[config.mk]
export PLATFORM = sky130hd
export DESIGN_NAME = basic_gates_unit
export DESIGN_NICKNAME = d
export VERILOG_FILES = /design/src/rtl/basic_gates_unit.sv
export SDC_FILE = /design/constraint.sdc
export NUM_CORES = 1
export LEC_CHECK = 0
export BUFFER_PORTS_ARGS = -buffer_cell sky130_fd_sc_hd__clkbuf_2
export CORE_MARGIN = 10
export CORE_UTILIZATION = 46
export DETAILED_ROUTE_END_ITERATION = 7
export GPL_TIMING_DRIVEN = 0
export PLACE_DENSITY = 0.81
export SYNTH_ARGS = -nofsm -noshare
export SYNTH_HDL_FRONTEND = slang
export SYNTH_SLANG_ARGS = --single-unit
[constraint.sdc]
create_clock -name clk -period 1.85 [get_ports clk]
set_input_delay 0.37 -clock clk [delete_from_list [all_inputs] [get_ports clk]]
set_output_delay 0.37 -clock clk [all_outputs]
set_load 0.02 [all_outputs]
[src/rtl/basic_gates_unit.sv]
`default_nettype none
//============================================================================
// Module   : basic_gates_unit
// Purpose  : Registered bank of the seven basic two-input gate functions
//            (NOT a, AND, OR, NAND, NOR, XOR, XNOR) over WIDTH-bit operands.
//            Also provides a saturating accepted-sample counter and an
//            optional consistency checker with a sticky error flag.
// Revision : 1.0 - initial release
//
// Parameters
//   WIDTH     operand / result width (default 1)
//   CNT_W     accepted-sample counter width (default 16)
//
// Configuration macro
//   BASIC_GATES_SELFCHECK_EN  when defined, enables the output checker that
//                             drives err; otherwise err is tied to 0.
//
// Ports
//   clk        in   1      rising-edge clock
//   rst_n      in   1      asynchronous active-low reset
//   in_valid   in   1      capture a/b on this edge
//   a, b       in   WIDTH  operands
//   f          out  WIDTH  ~a            (registered)
//   y          out  WIDTH  a & b         (registered)
//   z          out  WIDTH  a | b         (registered)
//   w          out  WIDTH  ~(a & b)      (registered)
//   x          out  WIDTH  ~(a | b)      (registered)
//   c          out  WIDTH  a ^ b         (registered)
//   g          out  WIDTH  ~(a ^ b)      (registered)
//   out_valid  out  1      f..g updated on the previous edge
//   count      out  CNT_W  accepted samples, saturating
//   err        out  1      sticky checker failure flag
//============================================================================
module basic_gates_unit #(
    parameter int WIDTH = 1,
    parameter int CNT_W = 16
) (
    input  logic             clk,
    input  logic             rst_n,
    input  logic             in_valid,
    input  logic [WIDTH-1:0] a,
    input  logic [WIDTH-1:0] b,
    output logic [WIDTH-1:0] f,
    output logic [WIDTH-1:0] y,
    output logic [WIDTH-1:0] z,
    output logic [WIDTH-1:0] w,
    output logic [WIDTH-1:0] x,
    output logic [WIDTH-1:0] c,
    output logic [WIDTH-1:0] g,
    output logic             out_valid,
    output logic [CNT_W-1:0] count,
    output logic             err
);

    localparam logic [CNT_W-1:0] c_CNT_MAX = '1;
    localparam logic [CNT_W-1:0] c_CNT_ONE = CNT_W'(1);

    // Combinational gate results of the current operands
    logic [WIDTH-1:0] w_not;
    logic [WIDTH-1:0] w_and;
    logic [WIDTH-1:0] w_or;
    logic [WIDTH-1:0] w_nand;
    logic [WIDTH-1:0] w_nor;
    logic [WIDTH-1:0] w_xor;
    logic [WIDTH-1:0] w_xnor;

    assign w_not  = ~a;
    assign w_and  = a & b;
    assign w_or   = a | b;
    assign w_nand = ~w_and;
    assign w_nor  = ~w_or;
    assign w_xor  = a ^ b;
    assign w_xnor = ~w_xor;

    logic [WIDTH-1:0] r_f;
    logic [WIDTH-1:0] r_y;
    logic [WIDTH-1:0] r_z;
    logic [WIDTH-1:0] r_w;
    logic [WIDTH-1:0] r_x;
    logic [WIDTH-1:0] r_c;
    logic [WIDTH-1:0] r_g;
    logic             r_out_valid;
    logic [CNT_W-1:0] r_count;

    always_ff @(posedge clk or negedge rst_n) begin
        if (!rst_n) begin
            r_f         <= '0;
            r_y         <= '0;
            r_z         <= '0;
            r_w         <= '0;
            r_x         <= '0;
            r_c         <= '0;
            r_g         <= '0;
            r_out_valid <= 1'b0;
            r_count     <= '0;
        end else begin
            r_out_valid <= in_valid;
            if (in_valid) begin
                r_f <= w_not;
                r_y <= w_and;
                r_z <= w_or;
                r_w <= w_nand;
                r_x <= w_nor;
                r_c <= w_xor;
                r_g <= w_xnor;
                // Saturate rather than wrap; the gate outputs above still
                // load on the accept that hits the maximum.
                if (r_count != c_CNT_MAX) begin
                    r_count <= r_count + c_CNT_ONE;
                end
            end
        end
    end

    assign f         = r_f;
    assign y         = r_y;
    assign z         = r_z;
    assign w         = r_w;
    assign x         = r_x;
    assign c         = r_c;
    assign g         = r_g;
    assign out_valid = r_out_valid;
    assign count     = r_count;

`ifdef BASIC_GATES_SELFCHECK_EN
    // Cross-checks relations that must hold between the registered results;
    // (y | c) == z holds because AND and XOR partition the OR.
    logic w_chk_fail;
    logic r_err;

    assign w_chk_fail = r_out_valid &&
                        ((r_w != ~r_y) ||
                         (r_x != ~r_z) ||
                         (r_g != ~r_c) ||
                         ((r_y | r_c) != r_z));

    always_ff @(posedge clk or negedge rst_n) begin
        if (!rst_n) begin
            r_err <= 1'b0;
        end else if (w_chk_fail) begin
            r_err <= 1'b1;
        end
    end

    assign err = r_err;
`else
    assign err = 1'b0;
`endif

endmodule
`default_nettype wire

==> run summary <==
The run finished with clean final reports. The data arrival at the endpoint of the critical path came out at 1.97 ns. The leakage power of the design is 0.704 nW.

The overall routing resource usage came out at 0.0994. The wire-length estimate of the detail-placed layout is 1950 µm. The gate count after technology mapping is 99. The largest net degree at the start of global routing came out at 25. In the routed layout, each cell is associated on average with a via count of 5.27. The die height came out at 70.2 µm.

The final layout contains routed wiring with a total length of 2470 µm. Relative to the synthesized area, the layout overhead comes to 22.1%. Among all flip-flop cells after synthesis, the most frequent one is dfrtp_1. In this run the number of H-tree levels came out at 1. STA classifies the critical path startpoint as a register.

The post-synth net total is 107. TritonCTS built the clock tree. The count of final setup violators came out at 0. dfrtp_1 takes more of the synthesized area than any other cell.

The clock slew seen by the registers of the worst setup and hold paths is 0.13 ns. The worst slew margin relative to its limit came out at 0.616. Counting flops and latches in the post-synthesis netlist gives 24. For this design, the CTS-stage hold fixing added 0 buffers. The floorplan has 18 rows.

By startpoint and endpoint, the worst setup path is classified as register to register. The maximum clock frequency came out at 571 MHz. After synthesis, the share of flip-flops with an asynchronous set or reset is 1.00.

Setup repair after global routing left no endpoint under its margin. The class of the most critical hold timing path is primary input to async pin. The via count of the routed design came out at 859. The worst-case clock buffer depth came out at 2.

After synthesis, the cell types taking the most area are dfrtp_1 52%, xnor2_1 5.3%, mux2_2 3.9%, nand4_1 3.8%, xor2_1 3.8%. The share of synthesized area occupied by flip-flops and latches came out at 0.518. The floorplan step defined a core boundary enclosing 0.00243 mm². The transition at the pin with the smallest max-transition slack is 0.576 ns. The largest fanout of any net on the critical path came out at 4.

The die area came out at 0.00493 mm². The number of clock buffers added by TritonCTS is 3. The number of hold violations in the final report was 0. At the worst endpoint, the required time is 2.07 ns. The power per cell area is 1080 mW/mm².

Of the post-synthesis cell area, the dominant cell type holds 0.518. The quantity of I/O buffers inserted on ports is 28. The final max-slew violation count came out at 0.

The total DRC errors in the routed layout came out at 0. The initial utilization of the core area, before any placement, comes to 0.476. The first global-routing pass estimated 4190 µm of wire.

Counting distinct cell types in the post-synthesis netlist gives 31. The count of nets after finishing is 142. After filler insertion, the fill cell instance count of the layout stands at 209. The post-route fraction of the period consumed by the critical path came out at 0.947. STA classifies the critical path endpoint as a register. The number of maximum-capacitance constraint violations is 0. The number of global-route vias before repair is 957. The tree is rooted in a clkbuf_4. The sink count of the clock tree is 24. In this run the horizontal extent of the chip is 70.2 µm. The wire length per cell is 15.1 µm. The post-route worst hold slack is 0.0191 ns. The residual antenna-violating net count after detailed routing came out at 0. Subtracting the final worst setup slack from the clock period gives 1.75 ns. The repair_antennas step left the layout with diodes totalling 0. The first-pass iteration count of the detailed router is 4. The maximum clock skew at final layout is 0.0150 ns. The initial antenna violation count is 0. The sum of negative setup slack is 0 ns. The number of top-level design ports came out at 30. The post-synthesis instance area is 0.00116 mm².

After global routing the overflow that remains totals 0. The mean area per synthesized cell came out at 11.7 µm². In the final layout, the share of cells above drive strength 1 is 0.414. The final weighted congestion of routability-driven global placement is 0.839. VDD sags by at most 0.000753 V. Counting flops with a built-in enable in the synthesized netlist gives 0. The yosys synthesis warning count is 0. The DRC violation total after the first TritonRoute iteration is 41. For the worst-skew pair, the clock arrives at the later sink with an insertion delay of 0.32 ns.
synth_stat cells, drive strengths merged (4+ instances only):
cell and n:
dfrtp 24, and4 4, mux2 5, nand3 7, nand4 9, xor2 5
inv 6, nor3 5, xnor2 7
critical path, cell delays in order (launching register included):
cell and delay [ns]:
dfrtp_2 0.42, ha_4 0.15, nand3_1 0.10, or4_4 0.58
nand2_4 0.10, mux2_1 0.31
final cells by class:
type	instances	area [µm²]	area share
multi-input cells	66	531	0.375
flip-flops and latches	24	611	0.431
well taps	30	37.5	0.0265
plain buffers	3	22.5	0.0159
clock buffers	4	36.3	0.0256
inverters	6	22.5	0.0159
repair buffers	30	155	0.110
flip-flops by register name (all words and copies together) (netlist names):
signal	cells
w	1
out_valid	1
c	1
y	1
g	1
f	1
z	1
x	1
count	16
placed cells by master, fill, tap and decap left out, drive strengths merged:
master	instances
nand2	3
a21oi	3
clkbuf	33
o21a	1
inv	6
and4	4
nor4	2
a31oi	1
and3	3
xor2	5
dfrtp	24
nand4	9
buf	4
a211oi	1
mux2i	3
mux2	5
ha	3
or4	2
nor3	5
conb	1
nor2	1
xnor2	7
nand3	7
cells by family after synthesis:
kind of cell / count (synthesis) / synth area share
AND/OR/NAND/NOR: 36 / 0.211
flip-flops: 24 / 0.518
XOR/XNOR: 12 / 0.0907
buffers and inverters: 9 / 0.0389
multiplexers: 8 / 0.0745
AO/OA/AOI/OAI: 6 / 0.0313
adder cells (fa/ha/maj): 3 / 0.0324
other: 1 / 0.00324
path summary, 6_finish.rpt:
check,to,start,slack [ns],cells past startpoint
min in group clk,out_valid,in_valid,0.17,1
worst min register to register,count[15],count[15],0.53,1
worst max-delay path,count[1],count[1],0.1,5
worst max register to register,count[1],count[1],0.1,5
max in group asynchronous,count[13],rst_n,1.40,1
worst min-delay path,count[4],rst_n,0.02,1
metal layers:
layer	vias to the layer above	track usage	routed length (µm)
met1	406	0.103	1020
met5	-	0	0
met3	2	0.0424	214
li1	426	-	-
met2	25	0.176	1210
met4	0	0.0307	22
through the flow:
step | instances | instance area, µm² | utilization | setup slack [ns] | total power, mW
final | 163 | 1420 | 0.582 | 0.0983 | 1.53
after global routing | 163 | 1420 | 0.582 | 0.00850 | 1.62
after CTS | 162 | 1390 | 0.569 | 0.00614 | 1.51
after detailed placement | 157 | 1340 | 0.550 | -0.00259 | 1.21
after global placement | 157 | 1340 | 0.550 | 0.0149 | 1.18
after floorplan | 99 | 1160 | - | 0.00378 | 1.02
timing repair:
item / in CTS / in global routing
setup buffers: 1 / 1
endpoints found under the setup margin: 1 / 1
pin swaps: 0 / 1
resized for setup: 1 / 8
where the power goes:
part	internal (mW)	switching (mW)	total (mW)	leakage, nW
logic	0.212	0.284	0.497	0.396
registers	0.624	0.132	0.756	0.286
clock network	0.120	0.152	0.272	0.0210
total	0.957	0.569	1.53	0.704
(Power assumes the default switching activity.)
